--- src/rtl/ml_pkg.sv ---
// Shared dual-rail token encoding, channel state codes and combine helpers
// for the clocked yellow-cell handshake bank.
package ml_pkg;

    localparam logic [1:0] VEMPTY   = 2'b00;
    localparam logic [1:0] V0       = 2'b01;
    localparam logic [1:0] V1       = 2'b10;
    localparam logic [1:0] VILLEGAL = 2'b11;

    typedef enum logic [1:0] {
        ST_IDLE  = 2'd0,
        ST_HALF  = 2'd1,
        ST_FULL  = 2'd2,
        ST_DRAIN = 2'd3
    } chan_state_e;

    // Plain-vector aliases so state registers stay legacy-compatible logic.
    localparam logic [1:0] S_IDLE  = ST_IDLE;
    localparam logic [1:0] S_HALF  = ST_HALF;
    localparam logic [1:0] S_FULL  = ST_FULL;
    localparam logic [1:0] S_DRAIN = ST_DRAIN;

    function automatic logic is_valid(input logic [1:0] v);
        return (v == V0) || (v == V1);
    endfunction

    // mode 0: AND (V1 only when both are V1); mode 1: EQ (V1 when a == b).
    function automatic logic [1:0] combine(input logic mode, input logic [1:0] a,
                                           input logic [1:0] b);
        if (mode)
            return (a == b) ? V1 : V0;
        else
            return ((a == V1) && (b == V1)) ? V1 : V0;
    endfunction

endpackage

--- src/rtl/ycfsm_bank_chan.sv ---
// One return-to-empty channel: FSM, first-valid-wins latches, registered
// dual-rail result, watchdog counter and sticky err/stuck flags.
module ycfsm_chan
    import ml_pkg::*;
#(
    parameter int MODE    = 0,
    parameter int TIMEOUT = 255
) (
    input  logic       clk,
    input  logic       reset,
    input  logic [1:0] i_in,
    input  logic [1:0] i_match,
    input  logic       i_err_clr,
    output logic [1:0] o_out,
    output logic       o_busy,
    output logic       o_err,
    output logic       o_stuck
);

    localparam int             CW      = (TIMEOUT > 0) ? $clog2(TIMEOUT + 1) : 1;
    localparam logic [CW-1:0]  CNT_MAX = CW'(TIMEOUT);
    localparam logic           W_MODE  = (MODE != 0);

    logic [1:0]    r_state;
    logic [1:0]    r_in_prev;
    logic [1:0]    r_m_prev;
    logic [1:0]    r_lat_in;
    logic [1:0]    r_lat_m;
    logic [1:0]    r_out;
    logic          r_err;
    logic          r_stuck;
    logic [CW-1:0] r_cnt;

    logic [1:0]    w_in;
    logic [1:0]    w_m;
    logic          w_in_v;
    logic          w_m_v;
    logic          w_new_err;
    logic [1:0]    w_state_nx;
    logic [1:0]    w_lat_in_nx;
    logic [1:0]    w_lat_m_nx;
    logic [1:0]    w_out_nx;
    logic          w_stall;
    logic [CW-1:0] w_cnt_nx;
    logic          w_hit;

    // Handshake: a token is offered by driving V0/V1 and withdrawn by returning
    // to VEMPTY; an illegal code reuses last cycle's decoded value.
    always_comb begin
        w_in   = (i_in == VILLEGAL) ? r_in_prev : i_in;
        w_m    = (i_match == VILLEGAL) ? r_m_prev : i_match;
        w_in_v = is_valid(w_in);
        w_m_v  = is_valid(w_m);
        w_new_err = (i_in == VILLEGAL) || (i_match == VILLEGAL)
                  || (w_in_v && is_valid(r_in_prev) && (w_in != r_in_prev))
                  || (w_m_v && is_valid(r_m_prev) && (w_m != r_m_prev));
    end

    always_comb begin
        w_state_nx  = r_state;
        w_lat_in_nx = r_lat_in;
        w_lat_m_nx  = r_lat_m;
        case (r_state)
            S_IDLE: begin
                if (w_in_v) w_lat_in_nx = w_in;
                if (w_m_v)  w_lat_m_nx  = w_m;
                if (w_in_v && w_m_v)     w_state_nx = S_FULL;
                else if (w_in_v || w_m_v) w_state_nx = S_HALF;
            end
            S_HALF: begin
                // Withdrawal of the held token wins over arrival of the other.
                if (is_valid(r_lat_in) ? !w_in_v : !w_m_v) begin
                    w_state_nx  = S_IDLE;
                    w_lat_in_nx = VEMPTY;
                    w_lat_m_nx  = VEMPTY;
                end else if (is_valid(r_lat_in) ? w_m_v : w_in_v) begin
                    w_state_nx = S_FULL;
                    if (is_valid(r_lat_in)) w_lat_m_nx  = w_m;
                    else                    w_lat_in_nx = w_in;
                end
            end
            S_FULL: begin
                if (!w_in_v && !w_m_v) begin
                    w_state_nx  = S_IDLE;
                    w_lat_in_nx = VEMPTY;
                    w_lat_m_nx  = VEMPTY;
                end else if (!w_in_v || !w_m_v) begin
                    w_state_nx = S_DRAIN;
                end
            end
            default: begin
                if (!w_in_v && !w_m_v) begin
                    w_state_nx  = S_IDLE;
                    w_lat_in_nx = VEMPTY;
                    w_lat_m_nx  = VEMPTY;
                end
            end
        endcase
    end

    always_comb begin
        w_out_nx = r_out;
        if (w_state_nx == S_FULL && r_state != S_FULL)
            w_out_nx = combine(W_MODE, w_lat_in_nx, w_lat_m_nx);
        else if (w_state_nx == S_IDLE || w_state_nx == S_HALF)
            w_out_nx = VEMPTY;
    end

    always_comb begin
        w_stall  = ((r_state == S_HALF) || (r_state == S_DRAIN)) && (w_state_nx == r_state);
        w_cnt_nx = '0;
        if (w_stall && (TIMEOUT > 0))
            w_cnt_nx = (r_cnt == CNT_MAX) ? r_cnt : r_cnt + CW'(1);
        w_hit = w_stall && (TIMEOUT > 0) && (w_cnt_nx == CNT_MAX);
    end

    always_ff @(posedge clk) begin
        if (reset) begin
            r_state   <= S_IDLE;
            r_in_prev <= VEMPTY;
            r_m_prev  <= VEMPTY;
            r_lat_in  <= VEMPTY;
            r_lat_m   <= VEMPTY;
            r_out     <= VEMPTY;
            r_err     <= 1'b0;
            r_stuck   <= 1'b0;
            r_cnt     <= '0;
        end else begin
            r_state   <= w_state_nx;
            r_in_prev <= w_in;
            r_m_prev  <= w_m;
            r_lat_in  <= w_lat_in_nx;
            r_lat_m   <= w_lat_m_nx;
            r_out     <= w_out_nx;
            r_err     <= (r_err & ~i_err_clr) | w_new_err;
            r_stuck   <= (r_stuck & ~i_err_clr) | w_hit;
            r_cnt     <= w_cnt_nx;
        end
    end

    assign o_out   = r_out;
    assign o_busy  = (r_state != S_IDLE);
    assign o_err   = r_err;
    assign o_stuck = r_stuck;

endmodule

--- src/rtl/ycfsm_bank.sv ---
// Bank of N independent dual-rail handshake channels; only port slicing here.
module ycfsm_bank #(
    parameter int N       = 4,
    parameter int MODE    = 0,
    parameter int TIMEOUT = 255
) (
    input  logic           clk,
    input  logic           reset,
    input  logic [2*N-1:0] i_in,
    input  logic [2*N-1:0] i_match,
    input  logic           i_err_clr,
    output logic [2*N-1:0] o_out,
    output logic [N-1:0]   o_busy,
    output logic [N-1:0]   o_err,
    output logic [N-1:0]   o_stuck
);

    for (genvar k = 0; k < N; k++) begin : g_chan
        ycfsm_chan #(
            .MODE    (MODE),
            .TIMEOUT (TIMEOUT)
        ) u_chan (
            .clk       (clk),
            .reset     (reset),
            .i_in      (i_in[2*k+1:2*k]),
            .i_match   (i_match[2*k+1:2*k]),
            .i_err_clr (i_err_clr),
            .o_out     (o_out[2*k+1:2*k]),
            .o_busy    (o_busy[k]),
            .o_err     (o_err[k]),
            .o_stuck   (o_stuck[k])
        );
    end

endmodule

--- config.mk ---
export PLATFORM = sky130hd
export DESIGN_NAME = ycfsm_bank
export DESIGN_NICKNAME = d
export VERILOG_FILES = /design/src/rtl/ml_pkg.sv /design/src/rtl/ycfsm_bank_chan.sv /design/src/rtl/ycfsm_bank.sv
export SDC_FILE = /design/constraint.sdc
export NUM_CORES = 1
export LEC_CHECK = 0
export BUFFER_PORTS_ARGS = -buffer_cell sky130_fd_sc_hd__clkbuf_2
export CAP_MARGIN = 5
export CORE_UTILIZATION = 25
export CTS_CLUSTER_SIZE = 28
export DETAILED_ROUTE_END_ITERATION = 8
export PLACE_DENSITY = 0.4
export SYNTH_ARGS = -nofsm -noshare
export SYNTH_HDL_FRONTEND = slang
export SYNTH_SLANG_ARGS = --single-unit
export TNS_END_PERCENT = 1
--- constraint.sdc ---
create_clock -name clk -period 5.75 [get_ports clk]
set_clock_uncertainty 0.1 [all_clocks]
set_input_delay 1.15 -clock clk [delete_from_list [all_inputs] [get_ports clk]]
set_output_delay 1.15 -clock clk [all_outputs]
set_load 0.03 [all_outputs]
After elaboration in Yosys (flattened, before gate mapping)

Cells that the tools add are included.

Add/sub/neg operators: 4
Eq/ne operators: 100
Muxes and demuxes: 116
Bitwise logic cells: 17
Reductions and logical operators: 112

Operators with widths:

| kind                | number |
|---|---|
| $mux 2              | 88 |
| $eq 2x2->1 const B  | 48 |
| $eq 8x8->1 const B  | 8 |
| $mux 8              | 8 |
| $eq 2x1->1 const B  | 28 |
| $logic_or 1x1->1    | 48 |
| $logic_and 1x1->1   | 40 |
| $add 8x1->8 const B | 4 |
| $pmux 2 s2          | 8 |
| $pmux 2 s3          | 4 |
| $logic_not 2->1     | 8 |
| $ne 2x2->1          | 8 |
| $reduce_bool 2->1   | 8 |
| $and 1x1->1         | 8 |
| $eq 2x2->1          | 4 |
| $logic_not 1->1     | 8 |
| $mux 1              | 8 |
| $ne 2x2->1 const B  | 4 |
| $or 1x1->1          | 8 |
| $not 1->1           | 1 |

Bits in registers: 88
Input bits: 19
Output and inout bits: 20
Word-level logic and storage cells: 385

Longest topological paths before layout

Gate-level depths: netlist of the first run.

Depth after elaboration: 15
Mapped depth: 9
Depth with buffers taken out: 8

Cells and area by module

A second synthesis of the first run with hierarchy kept.

Cells, all modules: 718
Area, all modules: 5746.8 sq um

Modules (own cells, without submodules):

| module                            | instances | cells an instance | area an instance (sq um) |
|---|---|---|---|
| ycfsm_chan (g_chan[0].u_chan ...) | 2         | 177               | 1435.1 |
| ycfsm_chan (g_chan[2].u_chan)     | 1         | 191               | 1502.7 |
| ycfsm_chan (g_chan[3].u_chan)     | 1         | 173               | 1373.8 |

Worst setup path before layout of the first run

OpenSTA, ideal clock, no wires.

Path type: in2reg
Start point: input port i_match[0]
End point: register g_chan[0].u_chan.r_out[0]
Data arrival time: 2.873 ns
Data required time: 5.533 ns
Slack: 2.661 ns
Stages: 9
Cell sequence: buf_4 nand2_1 o31a_1 or2_1 buf_6 a221o_1 a21oi_2 nand4b_1 a22o_1

Word-level cells in the longest chain between the ends: 12

Ends and longest elaborated chain:

| what                                               | line                                         | source |
|---|---|---|
| start: declaration                                 | ycfsm_bank.sv:10                             | `input logic [2*N-1:0] i_match,` |
| $eq 2x2->1                                         | ycfsm_bank_chan.sv:51                        | `w_m = (i_match == VILLEGAL) ? r_m_prev : i_match;` |
| $mux 2 *                                           | ycfsm_bank_chan.sv:51                        |  |
| $eq 2x1->1 / $eq 2x2->1 (equally long branches)    | ml_pkg.sv:24                                 | `return (v == V0) \|\| (v == V1);` |
| $logic_or 1x1->1                                   | ml_pkg.sv:24                                 |  |
| $mux 1 / $logic_not 1->1 (equally long branches)   | n/a                                          |  |
| $mux 2, or another cell as far along               | ycfsm_bank_chan.sv:76                        | `end else if (is_valid(r_lat_in) ? w_m_v : w_in_v) begin` |
| $mux 2 (on tied branches)                          | n/a                                          |  |
| $pmux 2 s2 / $mux 2 (equally long branches)        | ycfsm_bank_chan.sv:63, ycfsm_bank_chan.sv:83 |  |
| $eq 2x2->1 / $pmux 2 s3 (equally long branches)    | ml_pkg.sv:33, ycfsm_bank_chan.sv:63          |  |
| $logic_and 1x1->1, or another cell as far along    | ml_pkg.sv:33                                 | `return ((a == V1) && (b == V1)) ? V1 : V0;` |
| $mux 2, or another cell as far along               | ml_pkg.sv:33                                 |  |
| $mux 2 / $reduce_bool 2->1 (equally long branches) | n/a                                          |  |
| end signal: assignment                             | ycfsm_bank_chan.sv:134                       | `r_out <= w_out_nx;` |
| end: declaration                                   | ycfsm_bank_chan.sv:29                        | `logic [1:0] r_out;` |

Every way passes the cells marked *; elsewhere a longest branch is shown, timed or not.
A chain may end at the register's enable or synchronous reset.

Worst setup path after layout of the first run

Start point: input port i_in[0]
End point: register g_chan[0].u_chan.r_out[0]

Word-level cells in the longest chain between the ends: 12

Ends and longest elaborated chain:

| what                                               | line                                         | source |
|---|---|---|
| start: declaration                                 | ycfsm_bank.sv:9                              | `input logic [2*N-1:0] i_in,` |
| $eq 2x2->1                                         | ycfsm_bank_chan.sv:50                        | `w_in = (i_in == VILLEGAL) ? r_in_prev : i_in;` |
| $mux 2 *                                           | ycfsm_bank_chan.sv:50                        |  |
| $eq 2x1->1 / $eq 2x2->1 (equally long branches)    | ml_pkg.sv:24                                 |  |
| $logic_or 1x1->1                                   | ml_pkg.sv:24                                 |  |
| $mux 1 / $logic_not 1->1 (equally long branches)   | n/a                                          |  |
| $mux 2, or another cell as far along               | ycfsm_bank_chan.sv:76                        |  |
| $mux 2 (on tied branches)                          | n/a                                          |  |
| $pmux 2 s2 / $mux 2 (equally long branches)        | ycfsm_bank_chan.sv:63, ycfsm_bank_chan.sv:83 |  |
| $eq 2x2->1 / $pmux 2 s3 (equally long branches)    | ml_pkg.sv:33, ycfsm_bank_chan.sv:63          |  |
| $logic_and 1x1->1, or another cell as far along    | ml_pkg.sv:33                                 |  |
| $mux 2, or another cell as far along               | ml_pkg.sv:33                                 |  |
| $mux 2 / $reduce_bool 2->1 (equally long branches) | n/a                                          |  |

Marks and branches as above.

==> results.sh, run 1 <==
export IMPL_status="finished with violations"
export IMPL_violations="design-rule violations"
export IMPL_ant_nets=0
export IMPL_clk_latency_ps=350
export IMPL_cts_sinks=88
export IMPL_avgSynthCellArea_sq_um=7.590
export IMPL_syn_inst=740
export IMPL_cts_resized=0
export IMPL_drive_above_1_share=0.1120
export IMPL_ir_drop_mv=0.1115
export IMPL_fp_dieW_um=151.9
export IMPL_syn_cell_area_sq_um=5617
export IMPL_power_density_nw_per_um2=265.6
export IMPL_cts_htree_levels=3
export IMPL_final_cell_mix="nor2_1, dfxtp_1, nand2_1, a21oi_1, o21ai_0"
export IMPL_synth_top_cell_area_share=0.3137
export IMPL_dp_hpwl_mm=10.12
export IMPL_area_growth_pct=9.267
export IMPL_cts_tree="yes"
export IMPL_seq_power_share=0.431
export IMPL_clockPowerShare=0.359
export IMPL_die_y_um=151.9
export IMPL_fin_area_sq_um=6137
export IMPL_fill_cells=2359
export IMPL_yosysWarnings=0
export IMPL_min_delay_path_depth=2
export IMPL_crit_chain="clkbuf_2 > and2_2 > a21oi_1 > or2_1 > nand2_1 > a2111oi_0 > nand4b_1 > a22o_1"
export IMPL_crit_type="in2reg"
export IMPL_synth_edff_count=0
export IMPL_yosysTopAreaCell="dfxtp_1"
export IMPL_regArea_sq_um=1762
export IMPL_cts_buffers=9
export IMPL_critPathLaunchType="input port"
export IMPL_sw_frac_of_total=0.3208
export IMPL_r2r_setup_slack_ps=3080
export IMPL_synth_seq_area_share=0.3137
export IMPL_cp_max_fo=12
export IMPL_totalWireLength_mm=14.31
export IMPL_max_stage_delay_ps=500
export IMPL_die_area_sq_um=23070
export IMPL_tightest_slew_ps=742.7
export IMPL_worstHoldStart="g_chan[0].u_chan.o_out[1]"
export IMPL_ys_ff_latch=88
export IMPL_drc=2
export IMPL_row_count=54
export IMPL_antenna_found_initial=0
export IMPL_hold_buffers=0
export IMPL_setup_violations=0
export IMPL_synth_nets=763
export IMPL_crit_slowest_cell="a2111oi_0"
export IMPL_place_congestion=0.8230
export IMPL_synthFlopType="dfxtp_1"
export IMPL_start_util=0.2558
export IMPL_ys_types=84
export IMPL_grt_start_max_net_pins=39
export IMPL_reg2reg_depth=7
export IMPL_p_leak_nw=2.320
export IMPL_place_area_sq_um=5862
export IMPL_cts_clk_slew_worst_paths_ps=70
export IMPL_fmax_ghz=0.3330
export IMPL_core_sq_um=21960
export IMPL_worstPathArrival_ps=3140
export IMPL_cts_buffer_depth=2
export IMPL_io_buffers=38
export IMPL_cts_root_buffer="clkbuf_16"
export IMPL_reg2reg_from="g_chan[3].u_chan.r_lat_in[1]"
export IMPL_crit_required_ps=5890
export IMPL_num_vias=5177
export IMPL_post_cts_buffers=0
export IMPL_n_antenna_cell=0
export IMPL_setup_tns_final_ps=0
export IMPL_r2r_end="g_chan[3].u_chan.o_out[0]"
export IMPL_via_per_inst=5.071
export IMPL_overflow=0
export IMPL_multi_input_area_sq_um=3425
export IMPL_grtUsageTotal=0.1268
export IMPL_final_hold_viol_count=0
export IMPL_min_to="g_chan[0].u_chan.o_out[1]"
export IMPL_yosys_top_cells_area="dfxtp_1, nor2_1, a21oi_1, o21ai_0, nand2_1"
export IMPL_finalMaxSlewViolations=0
export IMPL_layout_nets=761
export IMPL_postSynth_asyncResetShare=0
export IMPL_p_int_mw=1.107
export IMPL_end_kind="register"
export IMPL_min_period_ps=3003
export IMPL_dr_pass1_iters=6
export IMPL_p_switching_uw=522.9
export IMPL_rsz0062_at_grt="no"
export IMPL_pwr_share_comb=0.210
export IMPL_grt_pass1_vias=4855
export IMPL_slew_limit_headroom=0.5044
export IMPL_period_share=0.5223
export IMPL_max_cap_violations=0
export IMPL_wl_per_cell_um=14.02
export IMPL_min_path_type="reg2reg"
export IMPL_drtIter0Drc=288
export IMPL_grt_pass1_wl_mm=23.98
export IMPL_ioPinCount=39
worst max path at each step:
stage | start | slack, ps | cells after the start | to
after CTS | i_in[0] | 2790 | 8 | g_chan[0].u_chan.o_out[0]
after floorplan | i_match[0] | 2660 | 9 | g_chan[0].u_chan.o_out[0]
after global placement | i_match[3] | 2430 | 8 | g_chan[1].u_chan.o_out[0]
final | i_in[0] | 2750 | 8 | g_chan[0].u_chan.o_out[0]
after detailed placement | i_in[0] | 2440 | 8 | g_chan[0].u_chan.o_out[0]
after global routing | i_in[0] | 2550 | 8 | g_chan[0].u_chan.o_out[1]
Yosys cell counts, types with 9 or more instances:
cell and number:
buf_4 15, nand2b_1 12, nand3_1 25, a21oi_1 59
nor2_1 88, a211oi_1 12, nor2b_1 18, xor2_1 13
buf_2 13, a21boi_0 10, o211ai_1 10, a221oi_1 9
dfxtp_1 88, or2_2 10, clkbuf_1 19, o21ai_0 51
and3_1 12, nand4_1 9, nor3_1 14, xnor2_1 12
nand2_1 66, inv_1 32
critical path, delay by kind of cell:
kind | cells | cell delay [ps]
AOI/OAI and AO/OA | 3 | 990
buffers and inverters | 1 | 180
and+or+nand+nor | 4 | 830
metrics by stage:
step / utilization / hold slack, ps / setup slack (ps) / power [mW] / instances
after floorplan: - / 321.1 / 2661 / 0.9865 / 740
after global placement: 0.2670 / 346.0 / 2433 / 1.057 / 1007
after detailed placement: 0.2670 / 348.1 / 2442 / 1.056 / 1007
after CTS: 0.2795 / 369.0 / 2793 / 1.653 / 1021
after global routing: 0.2795 / 388.9 / 2549 / 1.725 / 1021
final: 0.2795 / 373.7 / 2747 / 1.630 / 1021
power by group through the flow:
stage	clock network [mW]	logic, mW	registers (mW)
after floorplan	0	0.301	0.685
after global placement	0	0.341	0.716
after detailed placement	0	0.341	0.715
after CTS	0.609	0.342	0.702
after global routing	0.631	0.384	0.711
final	0.585	0.342	0.703
routing by layer:
layer  track usage  wire (um)
met4       0.05248        264
met5             0          0
met1        0.1708       7348
met3       0.01968        390
met2        0.2017       6309
final cells by class:
type                       instances  area share
sequential                        88      0.2871
clock buffer                       9     0.03670
timing repair buffer              40     0.03344
tap                              280     0.05708
multi-input combinational        567      0.5580
clock inverter                     5    0.008155
inverter                          32     0.01957
registers in the layout (all words and copies together) (netlist names):
register                 count
g_chan.u_chan.r_m_prev       8
g_chan.u_chan.r_lat_m        8
g_chan.u_chan.r_in_prev      8
g_chan.u_chan.r_state        8
g_chan.u_chan.o_err          4
g_chan.u_chan.o_stuck        4
g_chan.u_chan.r_lat_in       8
g_chan.u_chan.o_out          8
g_chan.u_chan.r_cnt         32
cell families after synthesis:
group | Yosys count | share of synthesized area
compound gates | 239 | 0.2918
xor+xnor | 26 | 0.04188
fa+ha+maj | 6 | 0.01248
buf+inv | 85 | 0.07663
flops | 88 | 0.3137
mux | 5 | 0.009134
simple gates | 291 | 0.2544
Note: power is estimated with default switching activity, not from simulation.
==> run 2, diff against run 1 <==
==> constraint.sdc (replaced) <==
create_clock -name clk -period 2.9 [get_ports clk]
set_clock_uncertainty 0.1 [all_clocks]
set_input_delay 0.58 -clock clk [delete_from_list [all_inputs] [get_ports clk]]
set_output_delay 0.58 -clock clk [all_outputs]
set_load 0.03 [all_outputs]
==> run 2 against run 1 <==
The flow still finishes with violations (design-rule violations). Worst setup slack worse by 2500 ps. Hold slack worse by 1.9 ps. Largest power group unchanged. Cell area up 1.6%. Via count up 1.1%. Critical endpoint is now g_chan[3].u_chan.o_out[0]. Total power up 100%. Cell count up 1.2%. Count of clock-buffer cells in the layout up 4. Flip-flop and latch count unchanged. Critical path depth down 1. Utilization up 0.46 points. Sequential share of layout area down 0.46 points.
==> results.sh, run 2 (synthesis gave the netlist of run 1 again) <==
export IMPL_hold_slack_ps=371.9
export IMPL_cts_buffer_depth=2
export IMPL_layout_nets=771
export IMPL_hold_buffers=0
export IMPL_min_period_ps=2653
export IMPL_cp_max_fo=10
export IMPL_crit_type="reg2reg"
export IMPL_dr_pass1_iters=6
export IMPL_drive_above_1_share=0.1235
export IMPL_clockPowerShare=0.366
export IMPL_status="finished with violations"
export IMPL_p_int_mw=2.270
export IMPL_final_cell_mix="nor2_1, dfxtp_1, nand2_1, a21oi_1, o21ai_0"
export IMPL_place_area_sq_um=5937
export IMPL_num_vias=5234
export IMPL_post_cts_buffers=0
export IMPL_cts_tree="yes"
export IMPL_finalMaxSlewViolations=0
export IMPL_core_sq_um=21960
export IMPL_row_count=54
export IMPL_tightest_slew_ps=678.9
export IMPL_p_leak_nw=2.376
export IMPL_die_y_um=151.9
export IMPL_reg2reg_depth=7
export IMPL_via_per_inst=5.067
export IMPL_path_delay_family="compound AO/OA/AOI/OAI gates"
export IMPL_end_kind="register"
export IMPL_fp_dieW_um=151.9
export IMPL_crit_slowest_cell="dfxtp_1"
export IMPL_fin_area_sq_um=6237
export IMPL_cts_clk_slew_worst_paths_ps=60
export IMPL_critPathLaunchType="register"
export IMPL_min_path_type="reg2reg"
export IMPL_drtIter0Drc=238
export IMPL_period_share=0.9150
export IMPL_power_density_nw_per_um2=530.0
export IMPL_pwr_share_comb=0.215
export IMPL_grtUsageTotal=0.1284
export IMPL_reg2reg_from="g_chan[3].u_chan.r_lat_in[1]"
export IMPL_slew_limit_headroom=0.5357
export IMPL_dp_hpwl_mm=10.73
export IMPL_max_stage_delay_ps=560
export IMPL_finalWorstSetupSlack_ps=246.6
export IMPL_clk_latency_ps=340
export IMPL_setup_tns_final_ps=0
export IMPL_sw_frac_of_total=0.3132
export IMPL_grt_start_max_net_pins=16
export IMPL_wl_per_cell_um=14.24
export IMPL_violations="design-rule violations"
export IMPL_top_register="g_chan.u_chan.r_cnt"
export IMPL_cts_root_buffer="clkbuf_16"
export IMPL_timing_critical_path_buf_inv=0
export IMPL_ir_drop_mv=0.2695
export IMPL_antenna_found_initial=0
export IMPL_crit_required_ps=3040
export IMPL_grt_pass1_vias=4762
export IMPL_fmax_ghz=0.3769
export IMPL_ant_nets=0
export IMPL_max_cap_violations=0
export IMPL_setup_violations=0
export IMPL_fill_cells=2344
export IMPL_n_antenna_cell=0
export IMPL_crit_chain="xor2_1 > nand2_1 > o22ai_1 > o21ai_0 > o21a_1 > or4b_1 > a32o_1"
export IMPL_area_growth_pct=11.05
export IMPL_worstPathArrival_ps=2790
export IMPL_min_delay_path_depth=2
export IMPL_place_congestion=0.8419
export IMPL_cts_buffers=9
export IMPL_cts_sinks=88
export IMPL_fin_cells=1033
export IMPL_r2r_end="g_chan[3].u_chan.o_out[0]"
export IMPL_rsz0062_at_grt="no"
export IMPL_final_hold_viol_count=0
export IMPL_cts_resized=0
export IMPL_cts_htree_levels=3
export IMPL_io_buffers=38
export IMPL_grt_pass1_wl_mm=24.18
export IMPL_overflow=0
export IMPL_drc=2
export IMPL_p_switching_mw=1.035
export IMPL_total_power_mw=3.306
export IMPL_die_area_sq_um=23070
export IMPL_dp_cells=1017
export IMPL_worstHoldStart="g_chan[0].u_chan.o_out[1]"
export IMPL_start_util=0.2558
export IMPL_r2r_setup_slack_ps=250
export IMPL_place_ws_ps=177.3
export IMPL_largest_register_ffs=32
export IMPL_min_to="g_chan[0].u_chan.o_out[1]"
export IMPL_ioPinCount=39
export IMPL_seq_power_share=0.419
export IMPL_final_core_util=0.2840
export IMPL_totalWireLength_mm=14.71
## run 2: cell count changes in the layout (fill, tap and decap cells not counted), sizes merged
| cell | delta |
|---|---|
| buf | +10 |
| clkbuf | +4 |
| clkinv | -2 |
## run 2: worst reg2reg max path, stage by stage, from the launching register on
cell     delay [ps]
dfxtp_1         560
xor2_1          330
nand2_1          90
o22ai_1         320
o21ai_0         150
o21a_1          220
or4b_1          550
a32o_1          230
## run 2: how the worst max path moves through the flow
| stage | from | endpoint | slack [ps] | depth (start not counted) |
|---|---|---|---|---|
| 4_1_cts | g_chan[3].u_chan.r_lat_in[1] | g_chan[3].u_chan.o_out[0] | 290 | 7 |
| 3_5_place_dp | i_match[7] | g_chan[3].u_chan.o_out[0] | 180 | 7 |
| 6_report | g_chan[3].u_chan.r_lat_in[1] | g_chan[3].u_chan.o_out[0] | 250 | 7 |
| 5_1_grt | g_chan[3].u_chan.r_lat_in[1] | g_chan[3].u_chan.o_out[0] | 110 | 7 |
| 2_1_floorplan | i_match[0] | g_chan[0].u_chan.o_out[0] | 380 | 9 |
| 3_3_place_gp | i_in[1] | g_chan[0].u_chan.o_out[0] | 240 | 8 |
## run 2: metal layers
metal	track usage	part of all wire	up-vias
li1	-	-	2687
met1	0.1752	0.50	2445
met2	0.2019	0.45	87
met3	0.01882	0.030	15
met4	0.05345	0.016	0
met5	0	0	-
## run 2: power groups by stage
stage | Clock, mW | Sequential (mW) | Combinational [mW]
2_1_floorplan | 0 | 1.36 | 0.597
3_3_place_gp | 0 | 1.41 | 0.713
3_5_place_dp | 0 | 1.41 | 0.707
4_1_cts | 1.26 | 1.38 | 0.710
5_1_grt | 1.31 | 1.40 | 0.789
6_report | 1.21 | 1.39 | 0.710
## run 2: area by class of cell
class                      instances  area (sq um)  share of cell area
timing repair buffer              50         280.3             0.04493
multi-input combinational        567          3425              0.5490
tap                              280         350.3             0.05617
sequential                        88          1762              0.2824
clock inverter                     3         40.04            0.006419
clock buffer                      13         260.3             0.04173
inverter                          32         120.1             0.01926
==> run 3, diff against run 2 <==
--- a/config.mk
+++ b/config.mk
@@ -5,7 +5,7 @@
 export SDC_FILE = /design/constraint.sdc
 export NUM_CORES = 1
 export LEC_CHECK = 0
-export BUFFER_PORTS_ARGS = -buffer_cell sky130_fd_sc_hd__clkbuf_2
+export BUFFER_PORTS_ARGS = -buffer_cell sky130_fd_sc_hd__buf_4
 export CAP_MARGIN = 5
 export CORE_UTILIZATION = 25
 export CTS_CLUSTER_SIZE = 28
==> run 3 against run 2 <==
Routed wire length grew 0.50%. Non-clock buffer count fell by 2. Cell area increased by 0.84%. Combinational power rose by 2%. Critical path depth unchanged. Flip-flop and latch count unchanged. The flow still finishes with violations (design-rule violations). Register-to-register slack got worse by 20 ps.
==> results.sh, run 3 (synthesis gave the netlist of run 1 again) <==
export IMPL_crit_slowest_cell="dfxtp_1"
export IMPL_grtUsageTotal=0.1303
export IMPL_cts_root_buffer="clkbuf_16"
export IMPL_ioPinCount=39
export IMPL_dr_pass1_iters=9
export IMPL_cts_clk_slew_worst_paths_ps=70
export IMPL_post_cts_buffers=0
export IMPL_tightest_slew_ps=626.6
export IMPL_path_delay_family="compound AO/OA/AOI/OAI gates"
export IMPL_start_util=0.2558
export IMPL_violations="design-rule violations"
export IMPL_rsz0062_at_grt="no"
export IMPL_antenna_found_initial=0
export IMPL_crit_required_ps=3040
export IMPL_area_growth_pct=11.98
export IMPL_drc=2
export IMPL_clk_latency_ps=340
export IMPL_critPathLaunchType="register"
export IMPL_setup_violations=0
export IMPL_grt_pass1_wl_mm=24.75
export IMPL_row_count=54
export IMPL_drive_above_1_share=0.1227
export IMPL_totalWireLength_mm=14.78
export IMPL_top_register="g_chan.u_chan.r_cnt"
export IMPL_worstPathArrival_ps=2810
export IMPL_die_area_sq_um=23070
export IMPL_power_density_nw_per_um2=513.5
export IMPL_slew_limit_headroom=0.5715
export IMPL_p_leak_nw=2.385
export IMPL_fp_dieW_um=151.9
export IMPL_min_path_type="reg2reg"
export IMPL_core_sq_um=21960
export IMPL_grt_pass1_vias=4868
export IMPL_timing_critical_path_buf_inv=0
export IMPL_r2r_setup_slack_ps=220
export IMPL_cts_htree_levels=3
export IMPL_status="finished with violations"
export IMPL_die_y_um=151.9
export IMPL_max_stage_delay_ps=560
export IMPL_ir_drop_mv=0.2566
export IMPL_largest_register_ffs=32
export IMPL_hold_buffers=0
export IMPL_io_buffers=38
export IMPL_layout_nets=769
export IMPL_grt_start_max_net_pins=29
export IMPL_via_per_inst=5.128
export IMPL_crit_chain="xor2_1 > nand2_1 > o22ai_1 > o21ai_0 > o21a_1 > or4b_1 > a32o_1"
export IMPL_drtIter0Drc=292
export IMPL_period_share=0.9228
export IMPL_cts_buffers=9
export IMPL_cts_tree="yes"
export IMPL_max_cap_violations=0
export IMPL_num_vias=5282
export IMPL_hold_slack_ps=369.6
export IMPL_setup_tns_final_ps=0
export IMPL_overflow=0
export IMPL_end_kind="register"
export IMPL_cts_buffer_depth=2
export IMPL_dp_hpwl_mm=10.70
export IMPL_final_cell_mix="nor2_1, dfxtp_1, nand2_1, a21oi_1, o21ai_0"
export IMPL_fill_cells=2327
export IMPL_finalMaxSlewViolations=0
export IMPL_final_hold_viol_count=0
export IMPL_wl_per_cell_um=14.35
export IMPL_cts_resized=0
export IMPL_ant_nets=0
export IMPL_cts_sinks=88
export IMPL_cp_max_fo=10
export IMPL_min_period_ps=2676
export IMPL_place_congestion=0.8378
export IMPL_fmax_ghz=0.3737
export IMPL_n_antenna_cell=0
export IMPL_crit_type="reg2reg"
-- run 3: cell types whose count changed in the layout (fill, tap and decap cells not counted) --
cell       previous run  this run
clkbuf_2             38         0
bufinv_16             1         0
clkinv_2              2         4
clkbuf_1              2         0
buf_4                12        48
-- run 3: worst paths after layout --
| kind | startpoint | to | depth (start not counted) |
|---|---|---|---|
| setup / recovery | g_chan[3].u_chan.r_lat_in[1] | g_chan[3].u_chan.o_out[0] | 7 |
| hold / removal | g_chan[1].u_chan.o_stuck | g_chan[1].u_chan.o_stuck | 2 |
| setup reg to reg | g_chan[3].u_chan.r_lat_in[1] | g_chan[3].u_chan.o_out[0] | 7 |
| hold reg to reg | g_chan[1].u_chan.o_stuck | g_chan[1].u_chan.o_stuck | 2 |
-- run 3: report_power, final --
part	internal (mW)	total, mW	leakage (nW)	switching [mW]
Sequential	1.28	1.39	0.719	0.110
Clock	0.618	1.12	0.141	0.498
Combinational	0.299	0.727	1.52	0.428
Total	2.19	3.23	2.38	1.04
-- run 3: final cells by class --
class                      instances  area (sq um)  area share
clock buffer                      11         252.7     0.04018
clock inverter                     4         20.02    0.003183
inverter                          32         120.1     0.01910
multi-input combinational        567          3425      0.5445
sequential                        88          1762      0.2801
tap                              280         350.3     0.05570
timing repair buffer              48         360.3     0.05729
-- run 3: layer usage --
metal,vias to the layer above,track usage,routed length (um)
li1,2671,-,-
met1,2483,0.1759,7237
met2,110,0.2046,6683
met3,18,0.02424,593
met4,0,0.05151,268
met5,-,0,0
-- run 3: worst min-delay path: stages (launching register included) --
cell and delay [ps]:
dfxtp_1 320, nand2_1 50, o41ai_1 50
-- run 3: per-stage QoR --
| stage | total power, mW | setup slack [ps] | utilization | instances | area [sq um] |
|---|---|---|---|---|---|
| after global placement | 2.138 | 241.6 | 0.2740 | 1015 | 6017 |
| after CTS | 3.284 | 239.4 | 0.2864 | 1030 | 6290 |
| final | 3.230 | 223.9 | 0.2864 | 1030 | 6290 |
| after global routing | 3.426 | 98.37 | 0.2864 | 1030 | 6290 |
| after detailed placement | 2.135 | 128.3 | 0.2740 | 1015 | 6017 |
| after floorplan | 1.956 | 380.5 | - | 740 | 5617 |
